`config.mk`:
```
export PLATFORM = sky130hd
export DESIGN_NAME = if_stage_flat
export DESIGN_NICKNAME = d
export VERILOG_FILES = /design/src/rtl/if_stage_if.sv /design/src/rtl/if_stage.sv /design/src/flat_wrapper.sv
export SDC_FILE = /design/constraint.sdc
export NUM_CORES = 1
export LEC_CHECK = 0
export CAP_MARGIN = 20
export CORE_ASPECT_RATIO = 0.7
export CORE_MARGIN = 2
export CORE_UTILIZATION = 35
export CTS_CLUSTER_DIAMETER = 50
export CTS_CLUSTER_SIZE = 28
export DETAILED_ROUTE_END_ITERATION = 10
export GPL_ROUTABILITY_DRIVEN = 0
export MAX_ROUTING_LAYER = met4
export SLEW_MARGIN = 20
export SYNTH_ARGS = -nofsm -noshare
export SYNTH_HDL_FRONTEND = slang
export SYNTH_SLANG_ARGS = --single-unit
```
`constraint.sdc`:
```
create_clock -name clk -period 11.8 [get_ports clk]
set_input_delay 2.36 -clock clk [delete_from_list [all_inputs] [get_ports clk]]
set_output_delay 2.36 -clock clk [all_outputs]
set_load 0.03 [all_outputs]
```
`src/rtl/if_stage_if.sv`:
```
// Instruction-memory fetch bus between the IF stage (master) and instruction memory (slave).
// The master holds imem_addr stable while imem_req is high until imem_ack arrives.
interface if_stage_if;
  logic        imem_req;
  logic [31:0] imem_addr;
  logic        imem_ack;
  logic [31:0] imem_rdata;

  modport master (
    output imem_req,
    output imem_addr,
    input  imem_ack,
    input  imem_rdata
  );

  modport slave (
    input  imem_req,
    input  imem_addr,
    output imem_ack,
    output imem_rdata
  );
endinterface

```
`src/rtl/if_stage.sv`:
```
// MIPS instruction-fetch stage: PC register, req/ack fetch FSM, IF/ID pipeline register,
// and the PC+4 / branch-target adders that feed the external next-PC mux.
module if_stage #(
  parameter logic [31:0] RESET_PC = 32'h0000_0000
) (
  input  logic                clk,
  input  logic                rst,
  if_stage_if.master          imem,
  input  logic         [31:0] next_pc,
  input  logic         [31:0] branch_imm,
  input  logic                stall,
  input  logic                flush,
  output logic         [31:0] pc,
  output logic         [31:0] pc_plus4,
  output logic         [31:0] branch_target,
  output logic         [31:0] id_instr,
  output logic         [31:0] id_pc_plus4,
  output logic                id_valid
);

  localparam logic [1:0] S_RESET   = 2'd0;
  localparam logic [1:0] S_FETCH   = 2'd1;
  localparam logic [1:0] S_HELD    = 2'd2;
  localparam logic [1:0] S_DISCARD = 2'd3;

  logic [1:0]  state_q, state_d;
  logic [31:0] pc_q, pc_d;
  logic [31:0] id_instr_q, id_instr_d;
  logic [31:0] id_pc_plus4_q, id_pc_plus4_d;
  logic        id_valid_q, id_valid_d;
  logic [31:0] hold_buf_q, hold_buf_d;
  logic [31:0] redirect_pc_q, redirect_pc_d;

  // Both adders wrap modulo 2^32; the shift drops branch_imm[31:30].
  assign pc_plus4      = pc_q + 32'd4;
  assign branch_target = id_pc_plus4_q + (branch_imm << 2);

  assign pc          = pc_q;
  assign id_instr    = id_instr_q;
  assign id_pc_plus4 = id_pc_plus4_q;
  assign id_valid    = id_valid_q;

  assign imem.imem_addr = pc_q;
  assign imem.imem_req  = (state_q == S_FETCH) || (state_q == S_DISCARD);

  always_comb begin
    state_d       = state_q;
    pc_d          = pc_q;
    id_instr_d    = id_instr_q;
    id_pc_plus4_d = id_pc_plus4_q;
    id_valid_d    = id_valid_q;
    hold_buf_d    = hold_buf_q;
    redirect_pc_d = redirect_pc_q;

    case (state_q)
      S_RESET: state_d = S_FETCH;

      S_FETCH: begin
        if (imem.imem_ack) begin
          if (flush) begin
            id_valid_d = 1'b0;
            pc_d       = next_pc;
          end else if (!stall) begin
            id_instr_d    = imem.imem_rdata;
            id_pc_plus4_d = pc_plus4;
            id_valid_d    = 1'b1;
            pc_d          = next_pc;
          end else begin
            hold_buf_d = imem.imem_rdata;
            state_d    = S_HELD;
          end
        end else if (flush) begin
          // The outstanding request cannot be withdrawn, so remember where to go once it completes.
          redirect_pc_d = next_pc;
          id_valid_d    = 1'b0;
          state_d       = S_DISCARD;
        end else if (!stall) begin
          id_valid_d = 1'b0;
        end
      end

      S_HELD: begin
        if (flush) begin
          id_valid_d = 1'b0;
          pc_d       = next_pc;
          state_d    = S_FETCH;
        end else if (!stall) begin
          id_instr_d    = hold_buf_q;
          id_pc_plus4_d = pc_plus4;
          id_valid_d    = 1'b1;
          pc_d          = next_pc;
          state_d       = S_FETCH;
        end
      end

      S_DISCARD: begin
        if (flush) begin
          redirect_pc_d = next_pc;
        end
        if (flush || !stall) begin
          id_valid_d = 1'b0;
        end
        // A flush arriving with the ack wins over the older redirect target.
        if (imem.imem_ack) begin
          pc_d    = flush ? next_pc : redirect_pc_q;
          state_d = S_FETCH;
        end
      end

      default: state_d = S_RESET;
    endcase
  end

  always_ff @(posedge clk or posedge rst) begin
    if (rst) begin
      state_q       <= S_RESET;
      pc_q          <= RESET_PC;
      id_instr_q    <= 32'd0;
      id_pc_plus4_q <= 32'd0;
      id_valid_q    <= 1'b0;
      hold_buf_q    <= 32'd0;
      redirect_pc_q <= 32'd0;
    end else begin
      state_q       <= state_d;
      pc_q          <= pc_d;
      id_instr_q    <= id_instr_d;
      id_pc_plus4_q <= id_pc_plus4_d;
      id_valid_q    <= id_valid_d;
      hold_buf_q    <= hold_buf_d;
      redirect_pc_q <= redirect_pc_d;
    end
  end

endmodule

```
`src/flat_wrapper.sv`:
```
// flat-port wrapper written by rule: the top's interface ports become plain ports
module if_stage_flat 
#(
  parameter logic [31:0] RESET_PC = 32'h0000_0000
)
  (clk, rst, next_pc, branch_imm, stall, flush, pc, pc_plus4, branch_target, id_instr, id_pc_plus4, id_valid, imem_imem_req, imem_imem_addr, imem_imem_ack, imem_imem_rdata);
  if_stage_if imem_i ();
  input  logic clk;
  input  logic rst;
  input  logic         [31:0] next_pc;
  input  logic         [31:0] branch_imm;
  input  logic stall;
  input  logic flush;
  output logic         [31:0] pc;
  output logic         [31:0] pc_plus4;
  output logic         [31:0] branch_target;
  output logic         [31:0] id_instr;
  output logic         [31:0] id_pc_plus4;
  output logic id_valid;
  output wire logic [$bits(imem_i.imem_req)-1:0] imem_imem_req;
  output wire logic [$bits(imem_i.imem_addr)-1:0] imem_imem_addr;
  input wire logic [$bits(imem_i.imem_ack)-1:0] imem_imem_ack;
  input wire logic [$bits(imem_i.imem_rdata)-1:0] imem_imem_rdata;
  assign imem_imem_req = imem_i.imem_req;
  assign imem_imem_addr = imem_i.imem_addr;
  assign imem_i.imem_ack = imem_imem_ack;
  assign imem_i.imem_rdata = imem_imem_rdata;
  if_stage #(.RESET_PC(RESET_PC)) u_core (.clk(clk), .rst(rst), .imem(imem_i), .next_pc(next_pc), .branch_imm(branch_imm), .stall(stall), .flush(flush), .pc(pc), .pc_plus4(pc_plus4), .branch_target(branch_target), .id_instr(id_instr), .id_pc_plus4(id_pc_plus4), .id_valid(id_valid));
endmodule
```
After elaboration in Yosys (flattened, before gate mapping)
Index checks and enable logic that the tools add are counted.
{"block": "op_classes", "addsub": 2, "n_eq_ne": 16, "mux": 33, "bitwise": 1, "reduce_logical": 14}
{"cell": "$mux 32", "count": 14}
{"cell": "$pmux 32 s2", "count": 3}
{"cell": "$pmux 32 s3", "count": 1}
{"cell": "$add 32x3->32 const B", "count": 1}
{"cell": "$add 32x32->32", "count": 1}
{"cell": "$ne 2x2->1 const B", "count": 8}
{"cell": "$mux 2", "count": 7}
{"cell": "$ne 3x3->1 const B", "count": 4}
{"cell": "$pmux 2 s4", "count": 1}
{"cell": "$mux 1", "count": 6}
{"cell": "$reduce_and 3->1", "count": 2}
{"cell": "$reduce_and 6->1", "count": 1}
{"cell": "$reduce_and 5->1", "count": 1}
{"cell": "$eq 2x2->1 const B", "count": 2}
{"cell": "$ne 4x4->1 const B", "count": 1}
{"cell": "$reduce_and 2->1", "count": 2}
{"cell": "$reduce_and 4->1", "count": 1}
{"cell": "$reduce_bool 2->1", "count": 2}
{"cell": "$pmux 1 s3", "count": 1}
{"cell": "$reduce_bool 3->1", "count": 1}
{"cell": "$eq 2x1->1 const B", "count": 1}
{"cell": "$logic_not 2->1", "count": 1}
{"cell": "$logic_or 1x1->1", "count": 2}
{"cell": "$logic_not 1->1", "count": 1}
{"cell": "$not 1->1", "count": 1}
{"block": "word_totals", "reg_bits": 163, "input_bits": 101, "output_inout_bits": 194, "wordCells": 73}

Longest topological paths before layout
{"block": "depth", "ltp_word": 5, "depth_mapped": 9, "ltp_nobuf": 9}

Worst setup path after synthesis
Ideal clock, no wire load.
{"block": "synth_timing", "kind": "input to output", "startpoint": "input branch_imm[0]", "endpoint": "output branch_target[28]", "t_arrival_ns": 4.903, "required_ns": 9.440, "setup_slack_ns": 4.537, "path_stages": 9, "n_path_buf": 0, "cell_sequence": "ha_1 > inv_1 > fa_1 > nor2b_1 > o2111ai_1 > a21oi_1 > o21ba_2 > nor2_1 > o311ai_0"}
{"block": "synth_between", "elab_chain_len": 1}
{"element": "start, declared", "line": "flat_wrapper.sv:11", "source": "input logic [31:0] branch_imm;"}
{"element": "$add 32x32->32", "line": "if_stage.sv:36", "source": "assign branch_target = id_pc_plus4_q + (branch_imm << 2);"}
{"element": "end, declared", "line": "flat_wrapper.sv:16", "source": "output logic [31:0] branch_target;"}
Every way passes these cells.

Worst setup path after layout
{"block": "layout_timing", "startpoint": "input branch_imm[20]", "endpoint": "output branch_target[27]"}
The elaborated chain is that of the path after synthesis.

==> metrics.md <==
| Metric | Value |
|---|---|
| Seq pwr share | 0.266 |
| R2R cell count | 6 |
| CTS tree | yes |
| Synth top area cells | dfrtp_1 (45%), mux2_2 (11%), mux2i_1 (7.1%) |
| Count of hold-fix buffers inserted at cts | 0 |
| Input/output buffers | 292 |
| Root buf cell | clkbuf_16 |
| Post-Syn Instances | 878 |
| Final nets | 1249 |
| Seq/Total Area, Yosys | 0.446 |
| Max-slew violation count | 0 |
| Area Overhead vs Synth | 38.5% |
| Fin Hold WS | 478 ps |
| Max IR drop VDD | 0.105 mV |
| RSZ-0062 raised after global routing | no |
| Via count | 7472 |
| Initial DRC Count | 419 |
| Data arrival, critical path | 5790 ps |
| Wirelength, routed | 26700 um |
| Synth cell count leaders | dfrtp_1 (163), mux2_2 (92), nand2_1 (76) |
| Max Cap Violations | 0 |
| Initial Util | 0.356 |
| Fin crit period | 8150 ps |
| Net Sw Power | 1.45 mW |
| CP startpoint kind | input port |
| Row count | 49 |
| Initial antenna violation count | 1 |
| Max Fclk | 123 MHz |
| Synth cell types | 59 |
| Die Height | 139 um |
| Worst-path maximum fanout | 9 |
| Setup violators final | 0 |
| Post-Synthesis Net Count | 1010 |
| Core box area | 25700 um2 |
| Final number of hold-violating endpoints | 0 |
| Period Utilization, post-route | 0.691 |
| Lkg Pwr | 5.31 nW |
| Sink Count | 163 |
| GRT Util Overall | 0.200 |
| Longest Clk Path Bufs | 2 |
| Hpwl dp | 19900 um |
| CP required | 9440 ps |
| Post-Syn Area per Cell | 10.4 um2 |
| Asr flop ratio synth | 1.00 |
| Tightest Hold Check Type | reg -> reg |
| Grt ovf | 0 |
| Clock Latency Late Sink | 430 ps |
| #FFs+latches synth | 163 |
| Vias in the first global route | 7144 |
| Tightest Pin Transition | 1030 ps |
| TritonCTS Buffers | 17 |
| Fraction of final layout cells sized beyond drive strength 1 | 0.126 |
| Cell internal pwr | 1.75 mW |
| CP Class | in -> out |
| Number of synthesized flops with an enable pin | 0 |
| Comb pwr share | 0.571 |
| Antenna Violating Nets Remaining | 0 |
| Global-route wire length before repair | 40900 um |
| Post-Route Skew | 8.83 ps |
| Post-CTS sizing | 0 |
| Via/cell ratio | 5.11 |
| I/O Pins | 295 |
| First-pass DRT Iterations | 5 |
| Top FF cell, synth | dfrtp_1 |
| Reg clk slew, reported paths | 70 ps |
| Outcome | complete, no violations |
| Reg2Reg Setup Slack | 8970 ps |
| Die ar. | 27500 um2 |
| Sw Share | 0.453 |
| Cells on Worst Hold Path | 2 |
| Tot Pwr | 3.20 mW |
| Largest net degree at the start of global routing | 91 |
| Area share of the largest cell type after synthesis | 0.446 |
| Mean routed wirelength per cell | 18.2 um |
| H-tree depth | 4 |
| Fill cells | 2360 |
| Setup tns final | 0 ps |
| Synthesized cell area | 9150 um2 |
| Most common cell in the synthesized netlist | dfrtp_1 |
| DIE WIDTH | 197 um |
| Post-CTS Setup Repair Bufs | 0 |
| Clock Power Share | 0.163 |
| Crit. End Element | output pin |
| Drt drc | 0 |
| Top cell type by total area after synthesis | dfrtp_1 |
| Worst relative slew slack | 0.312 |
| Synth warn | 0 |
| PwrDens | 252 nW/um2 |
[state kept, by name, indices dropped and copies added (netlist names)]
signal                 cells
u_core.hold_buf_q         32
u_core.id_instr           32
u_core.id_pc_plus4        32
u_core.id_valid            1
u_core.imem.imem_addr     32
u_core.redirect_pc_q      32
u_core.state_q             2
[power by group through the flow]
| stage | Clock, mW | Combinational (mW) | Sequential [mW] |
|---|---|---|---|
| finish | 0.522 | 1.83 | 0.850 |
| global route | 0.564 | 1.94 | 0.872 |
| CTS | 0.538 | 1.83 | 0.852 |
| detailed placement | 0 | 1.83 | 0.862 |
| global placement | 0 | 1.82 | 0.856 |
| floorplan | 0 | 0.955 | 1.02 |
[placed cells by master, fill, tap and decap left out, types with 3 or more instances in the layout]
| master | synthesis | final |
|---|---|---|
| o211ai_1 | 5 | 5 |
| nor4_1 | 4 | 4 |
| o21bai_1 | 3 | 3 |
| nand2_1 | 76 | 75 |
| nand4_1 | 7 | 7 |
| a211oi_1 | 4 | 4 |
| o21ai_0 | 53 | 53 |
| nand2b_1 | 3 | 3 |
| o2111ai_1 | 3 | 3 |
| mux2i_1 | 65 | 65 |
| inv_1 | 17 | 16 |
| clkdlybuf4s50_1 | 0 | 292 |
| nor2_1 | 58 | 58 |
| and4_1 | 3 | 3 |
| mux2_1 | 3 | 3 |
| a21oi_1 | 71 | 71 |
| ha_1 | 30 | 30 |
| buf_4 | 36 | 8 |
| clkinvlp_4 | 0 | 5 |
| inv_6 | 0 | 3 |
| clkbuf_16 | 0 | 17 |
| xor2_1 | 25 | 25 |
| mux2_2 | 92 | 92 |
| a21o_1 | 8 | 8 |
| nand3_1 | 14 | 14 |
| xnor2_1 | 25 | 25 |
| nor3_1 | 9 | 9 |
| clkinv_2 | 0 | 3 |
| and3_1 | 3 | 3 |
| dfrtp_1 | 163 | 163 |
| nor2b_1 | 5 | 4 |
| o21a_1 | 7 | 7 |
| o311ai_0 | 3 | 3 |
[cell type report]
type / instances / area [um2] / share of cell area
diodes: 2 / 5.00 / 0.000395
clock buffers: 21 / 460 / 0.0363
clock inverters: 11 / 78.8 / 0.00622
inverters: 17 / 68.8 / 0.00543
multi-input cells: 618 / 4590 / 0.362
flip-flops and latches: 163 / 4080 / 0.322
well taps: 331 / 414 / 0.0327
repair buffers: 300 / 2980 / 0.235
[path summary, 6_finish.rpt]
kind | startpoint | end
max | branch_imm[20] | branch_target[27]
min | u_core.id_instr[29] | u_core.id_instr[29]
max reg2reg | u_core.state_q[1] | u_core.id_pc_plus4[4]
min in group asynchronous | rst | u_core.id_pc_plus4[0]
min reg2reg | u_core.id_instr[29] | u_core.id_instr[29]
max in group asynchronous | rst | u_core.hold_buf_q[20]
[cell families after synthesis]
logic type               Yosys count  share of synthesized area
XOR/XNOR                          50                     0.0479
multiplexers                     160                      0.188
AO/OA/AOI/OAI                    180                      0.117
flip-flops                       163                      0.446
adder cells (fa/ha/maj)           31                     0.0432
AND/OR/NAND/NOR                  197                      0.101
buffers and inverters             97                     0.0563
[routing by layer]
metal	vias to the layer above	wire (um)	track usage
li1	3576	-	-
met5	-	0	-
met4	0	401	0.0550
met2	239	11200	0.276
met3	22	1660	0.0460
met1	3635	13400	0.291
[worst max-delay path, stage by stage]
cell             delay, ps
clkdlybuf4s50_1        400
ha_1                   430
a2111oi_0              840
o211ai_1               190
a32oi_1                290
o31ai_1                200
a21oi_1                220
xnor2_1                130
clkdlybuf4s50_1        710
[metrics by stage]
stage,util,cells,cell area [um2],worst slack [ps]
6_report,0.493,1463,12700,3650
5_1_grt,0.493,1462,12700,3510
4_1_cts,0.493,1461,12700,3760
3_5_place_dp,0.472,1429,12100,3760
3_3_place_gp,0.472,1429,12100,3800
2_1_floorplan,-,878,9150,4540
Power figures use the tool's default switching activity.
